**config.mk**
```make
export PLATFORM = sky130hd
export DESIGN_NAME = load_store_unit
export DESIGN_NICKNAME = d
export VERILOG_FILES = /design/src/rtl/load_store_unit.sv
export SDC_FILE = /design/constraint.sdc
export NUM_CORES = 1
export LEC_CHECK = 0
export CORE_ASPECT_RATIO = 0.6
export CORE_MARGIN = 2
export CORE_UTILIZATION = 35
export DETAILED_ROUTE_END_ITERATION = 8
export SETUP_SLACK_MARGIN = 0.02
export SLEW_MARGIN = 10
export SYNTH_ARGS = -nofsm -noshare
export SYNTH_HDL_FRONTEND = slang
export SYNTH_SLANG_ARGS = --single-unit
```
**constraint.sdc**
```tcl
create_clock -name clk -period 2.4 [get_ports clk]
set_input_delay 0.48 -clock clk [delete_from_list [all_inputs] [get_ports clk]]
set_output_delay 0.48 -clock clk [all_outputs]
set_load 0.005 [all_outputs]
```
**src/rtl/load_store_unit.sv**
```systemverilog
// load_store_unit: multicycle load/store sequencer for a 64-bit data memory.
// Loads read one doubleword and then sign- or zero-extend the addressed lanes.
// sd writes the whole doubleword directly. sb/sh/sw use read-modify-write.
// Optional build macro: LSU_MISALIGN_TRAP_EN. When it is defined, a misaligned
// access completes with err=1. When it is not defined, the low address bits
// are forced to 0 and the access proceeds aligned.
module load_store_unit #(
    parameter int XLEN    = 64,
    parameter int MEM_LAT = 1
) (
    input  logic            clk,
    input  logic            reset,
    input  logic            req,
    input  logic            is_store,
    input  logic [2:0]      func3,
    input  logic [XLEN-1:0] addr,
    input  logic [XLEN-1:0] store_data,
    input  logic [XLEN-1:0] mem_rdata,
    output logic [XLEN-1:0] mem_addr,
    output logic [XLEN-1:0] mem_wdata,
    output logic            mem_wr,
    output logic [XLEN-1:0] load_data,
    output logic            busy,
    output logic            done,
    output logic            err
);

    localparam int LANES = XLEN / 8;

    // The sequencer assumes a single-cycle registered memory read and 8 byte lanes.
    generate
        if (MEM_LAT != 1) begin : g_bad_mem_lat
            $error("load_store_unit: only MEM_LAT == 1 is supported");
        end
        if (XLEN != 64) begin : g_bad_xlen
            $error("load_store_unit: only XLEN == 64 is supported");
        end
    endgenerate

    typedef enum logic [2:0] {
        S_IDLE,
        S_RD,
        S_CAP,
        S_WR,
        S_FIN
    } state_t;

    state_t            r_state;
    state_t            w_next;

    logic              r_is_store;
    logic [2:0]        r_func3;
    logic [2:0]        r_k;
    logic              r_err;
    logic [XLEN-1:0]   r_sdata;
    logic [XLEN-1:0]   r_mem_addr;
    logic [XLEN-1:0]   r_wdata;     // line buffer: merged doubleword or sd data
    logic [XLEN-1:0]   r_load_data;
    logic              r_mem_wr;

    logic [2:0]        w_align_bits;
    logic              w_illegal;
    logic              w_misalign;
    logic              w_fault;
    logic              w_is_sd;
    logic [2:0]        w_k;
    logic [XLEN-1:0]   w_shifted;
    logic [XLEN-1:0]   w_extract;
    logic [LANES-1:0]  w_lane_base;
    logic [LANES-1:0]  w_byte_en;
    logic [XLEN-1:0]   w_bit_mask;
    logic [XLEN-1:0]   w_sdata_sh;
    logic [XLEN-1:0]   w_merged;

    // Classify the incoming request: illegal encodings, alignment, and byte offset.
    always_comb begin
        // NOTE: every combinational output gets a default first, so no path can infer a latch.
        w_align_bits = 3'b000;
        w_illegal    = 1'b0;
        w_misalign   = 1'b0;
        w_k          = addr[2:0];
        case (func3[1:0])
            2'b00:   w_align_bits = 3'b000;
            2'b01:   w_align_bits = 3'b001;
            2'b10:   w_align_bits = 3'b011;
            default: w_align_bits = 3'b111;
        endcase
        w_illegal = is_store ? func3[2] : (func3 == 3'b111);
`ifdef LSU_MISALIGN_TRAP_EN
        w_misalign = |(addr[2:0] & w_align_bits);
`else
        w_misalign = 1'b0;
        w_k        = addr[2:0] & ~w_align_bits;
`endif
        w_fault = w_illegal | w_misalign;
        w_is_sd = is_store & (func3 == 3'b011);
    end

    // Next-state logic for the sequencer.
    always_comb begin
        w_next = r_state;
        case (r_state)
            S_IDLE: begin
                if (req) begin
                    if (w_fault)      w_next = S_FIN;
                    else if (w_is_sd) w_next = S_WR;
                    else              w_next = S_RD;
                end
            end
            S_RD:    w_next = S_CAP;
            S_CAP:   w_next = r_is_store ? S_WR : S_FIN;
            S_WR:    w_next = S_FIN;
            S_FIN:   w_next = S_IDLE;
            default: w_next = S_IDLE;
        endcase
    end

    // State register.
    always_ff @(posedge clk) begin
        // NOTE: sequential state uses non-blocking assignments, so every flop samples pre-edge values.
        if (reset) r_state <= S_IDLE;
        else       r_state <= w_next;
    end

    // Load extraction: shift the addressed lane down, then extend according to func3.
    always_comb begin
        w_shifted = mem_rdata >> {r_k, 3'b000};
        w_extract = w_shifted;
        case (r_func3)
            3'b000:  w_extract = {{(XLEN-8){w_shifted[7]}},   w_shifted[7:0]};
            3'b001:  w_extract = {{(XLEN-16){w_shifted[15]}}, w_shifted[15:0]};
            3'b010:  w_extract = {{(XLEN-32){w_shifted[31]}}, w_shifted[31:0]};
            3'b100:  w_extract = {{(XLEN-8){1'b0}},           w_shifted[7:0]};
            3'b101:  w_extract = {{(XLEN-16){1'b0}},          w_shifted[15:0]};
            3'b110:  w_extract = {{(XLEN-32){1'b0}},          w_shifted[31:0]};
            default: w_extract = w_shifted;
        endcase
    end

    // Store merge: replace only the addressed byte lanes of the doubleword that was read.
    always_comb begin
        case (r_func3[1:0])
            2'b00:   w_lane_base = LANES'(8'h01);
            2'b01:   w_lane_base = LANES'(8'h03);
            2'b10:   w_lane_base = LANES'(8'h0F);
            default: w_lane_base = LANES'(8'hFF);
        endcase
        w_byte_en  = w_lane_base << r_k;
        w_bit_mask = '0;
        for (int j = 0; j < LANES; j++) begin
            w_bit_mask[8*j +: 8] = {8{w_byte_en[j]}};
        end
        w_sdata_sh = r_sdata << {r_k, 3'b000};
        w_merged   = (mem_rdata & ~w_bit_mask) | (w_sdata_sh & w_bit_mask);
    end

    // Datapath registers: request capture, line buffer, load result, write strobe.
    always_ff @(posedge clk) begin
        if (reset) begin
            r_is_store  <= 1'b0;
            r_func3     <= 3'b000;
            r_k         <= 3'b000;
            r_err       <= 1'b0;
            r_sdata     <= '0;
            r_mem_addr  <= '0;
            r_wdata     <= '0;
            r_load_data <= '0;
            r_mem_wr    <= 1'b0;
        end else begin
            r_mem_wr <= (w_next == S_WR);
            case (r_state)
                S_IDLE: begin
                    if (req) begin
                        r_is_store <= is_store;
                        r_func3    <= func3;
                        r_k        <= w_k;
                        r_err      <= w_fault;
                        r_sdata    <= store_data;
                        if (!w_fault) begin
                            r_mem_addr <= {addr[XLEN-1:3], 3'b000};
                            if (w_is_sd) r_wdata <= store_data;
                        end
                    end
                end
                S_CAP: begin
                    if (r_is_store) r_wdata     <= w_merged;
                    else            r_load_data <= w_extract;
                end
                default: ;
            endcase
        end
    end

    assign mem_addr  = r_mem_addr;
    assign mem_wdata = r_wdata;
    assign load_data = r_load_data;
    // NOTE: the registered strobe is also gated by reset, so a reset in the WR cycle lands no write.
    assign mem_wr    = r_mem_wr & ~reset;
    assign busy      = (r_state != S_IDLE);
    assign done      = (r_state == S_FIN);
    assign err       = done & r_err;

endmodule

```
==> results.cfg <==
[global_routing]
antenna_found_initial = 4
grt_pass1_vias = 14091
grt_max_degree = 140
grt_usage = 0.2999
globalRouteOverflowTotal = 0
grt_first_pass_wirelength_um = 95770

[final_layout]
areaGrowthSynthToFinish_pct = 42.23
finalNetCount = 2347
drive_above_1_share = 0.1445
fill_cells = 3879
utilization = 0.5049

[sta]
slew_headroom = 0.4852
hold_viol_final = 0
fmax_mhz = 416.6
clock_skew_ns = 0.01114
rsz0062_at_grt = false
timing.final.ws_setup_ns = -0.0002558
tightestPinTransition_ns = 0.7721
finalMaxSlewViolations = 0
setup_viol = 1
fin_crit_sh = 1.000
min_period_ns = 2.400

[run]
max_cap_viol_count = 0

[setup_path]
path_cells = buf_12 -> buf_4 -> mux2i_1 -> mux4_2 -> nor2_1 -> a211oi_1 -> nor3_1
crit_type = reg -> reg
critPathMaxFanout = 14
reg2reg_depth = 7
critPathCaptureType = register
crit_family = multiplexers
crit_buf_inv = 2
r2r_setup_slack_ns = -0.0003
start_kind = register
cp_data_arrival_time_ns = 2.83
max_stage_delay_ns = 0.53
regToRegEndpoint = mem_wdata[57]
reg2reg_from = r_k[1]
crit_slowest_cell = mux2i_1
required_ns = 2.83

[worst_hold_path]
min_path_type = reg -> reg
worstHoldEndpoint = mem_addr[35]
min_from = mem_addr[35]
holdPathStages = 2

[floorplan]
die_w_um = 265.7
pin_count = 395
core_area_um2 = 40510
start_util = 0.3550
die_y_um = 161.0
die_area_um2 = 42780
core.rowCount = 57

[synthesis]
synth_top_family_by_area = compound AO/OA/AOI/OAI gates
synth_top_cell_area_share = 0.3689
synth_simple_gate_area_frac = 0.1924
synth.distinct_cells = 64
ys.flop_type = dfxtp_1
synth_compound_area_frac = 0.2252
synth_warnings = 0
synth_xor_area_frac = 0
yosysMostFrequentCell = nand2_1
synthArstFlopShare = 0
yosys_register_bits = 265
synthCells = 1738
netlist_top_cells_count = 327 x nand2_1, 265 x dfxtp_1, 210 x a21oi_1
synth_seq_area_share = 0.3689
ys_top_cells_by_area = dfxtp_1 37%, mux2i_1 9.5%, nand2_1 8.5%, a21oi_1 7.3%, a211oi_1 5.8%
muxShareOfSynthArea = 0.1479
synth_area_leader_cell = dfxtp_1
synth.cell_area_um2 = 14380
synth-adder-area-share = 0
syn_area_per_cell_um2 = 8.275
synth-edff-count = 0

[cts]
cts-root-buf = clkbuf_16
cts_tree = built
cts_hold_buf = 0
clock_latency_ns = 0.57
clockBufferDepth = 3
path_clk_slew_ns = 0.06
htree_levels = 1
clock-sinks = 265
numCtsBuffers = 26

[pwr]
p_per_area_nw_per_um2 = 584.8
power_leakage_uw = 0.006996
p_total_uw = 11960
irDropWorstVdd_v = 0.0004551

[route]
num_vias = 15113
avgViaCountPerCell = 5.602
avgRoutedWirePerCell_um = 24.67
drc = 0
drt_first_pass_iters = 5
drt_iter0_markers = 1811
ant_nets = 0
routed_wl_um = 66560

[placement]
routabilityCongestion = 0.9582
io_buffers = 391
dp_hpwl_um = 52030

[run_status]
status = finished, violations left
violations = negative setup slack
area by class of cell:
cell class / count / area, um^2 / area share
antenna: 1 / 2.502 / 0.0001223
clock buffer: 38 / 755.7 / 0.03695
clock inverter: 8 / 105.1 / 0.005138
inverter: 9 / 33.78 / 0.001652
multi-input combinational: 1296 / 8242 / 0.4029
sequential: 265 / 5316 / 0.2599
tap: 531 / 664.4 / 0.03248
timing repair buffer: 550 / 5335 / 0.2608
where the power goes:
part / switching [uW] / total, uW / internal [uW] / leakage, uW
Clock: 1830 / 4230 / 2400 / 0.000426
Combinational: 1470 / 2810 / 1340 / 0.00441
Sequential: 271 / 4930 / 4650 / 0.00216
cell families after synthesis:
family	Yosys count
AOI/OAI and AO/OA	478
other	1
DFF	265
and+or+nand+nor	628
muxes	187
buffers and inverters	179
routing by layer:
layer  up-vias  part of all wire  GRT usage
met5         -           0.00041          0
met4         4             0.019    0.05873
met3        84              0.11    0.08172
met2       762              0.39     0.4002
met1      7259              0.49     0.4714
li1       7004                 -          -
worst max-delay path by stage:
stage / to / cells after the start / start
6_report: mem_wdata[57] / 7 / r_k[1]
5_1_grt: mem_wdata[42] / 6 / r_k[0]
4_1_cts: err / 3 / r_state[0]
3_5_place_dp: load_data[44] / 8 / mem_rdata[47]
3_3_place_gp: load_data[62] / 7 / mem_rdata[63]
2_1_floorplan: load_data[33] / 8 / r_k[1]
worst reg2reg max path: stages (launching register included):
cell,delay (ns)
dfxtp_4,0.51
buf_12,0.17
buf_4,0.15
mux2i_1,0.53
mux4_2,0.36
nor2_1,0.04
a211oi_1,0.41
nor3_1,0.08
sequential cells by signal (all words and copies together) (netlist names):
| name | flops |
|---|---|
| load_data | 64 |
| mem_addr | 61 |
| mem_wdata | 64 |
| r_err | 1 |
| r_func3 | 3 |
| r_is_store | 1 |
| r_k | 3 |
| r_mem_wr | 1 |
| r_sdata | 64 |
| r_state | 3 |
per-stage QoR:
step                      cells  setup WS [ns]  instance area (um^2)    TNS [ns]  hold slack [ns]
after detailed placement   2647        -0.2700                 19490      -11.12           0.4455
after global placement     2647        -0.2281                 19490      -10.04           0.4413
final                      2698     -0.0002558                 20450  -0.0002558           0.4546
after floorplan            1740         0.4447                 14390           0           0.4319
after global routing       2698        0.02237                 20450           0           0.4494
after CTS                  2693        0.03483                 20370           0           0.4301
placed cells by master, fill, tap and decap left out, types with 20 or more instances in the layout:
cell type,n
buf_4,141
mux2_2,34
a21oi_1,210
clkdlybuf4s50_1,389
clkbuf_16,26
a211oi_2,25
nor3_1,43
nor2_1,148
nor2b_1,20
dfxtp_1,260
nand2_1,327
o21ai_0,21
a211oi_1,106
mux2i_1,135
what timing repair did:
action	in CTS	in global routing
endpoints found under the hold margin	0	0
gates resized for setup	7	9
endpoints found under the setup margin	7	71
buffers inserted	0	4
cloned	0	0
(Power assumes the default switching activity.)
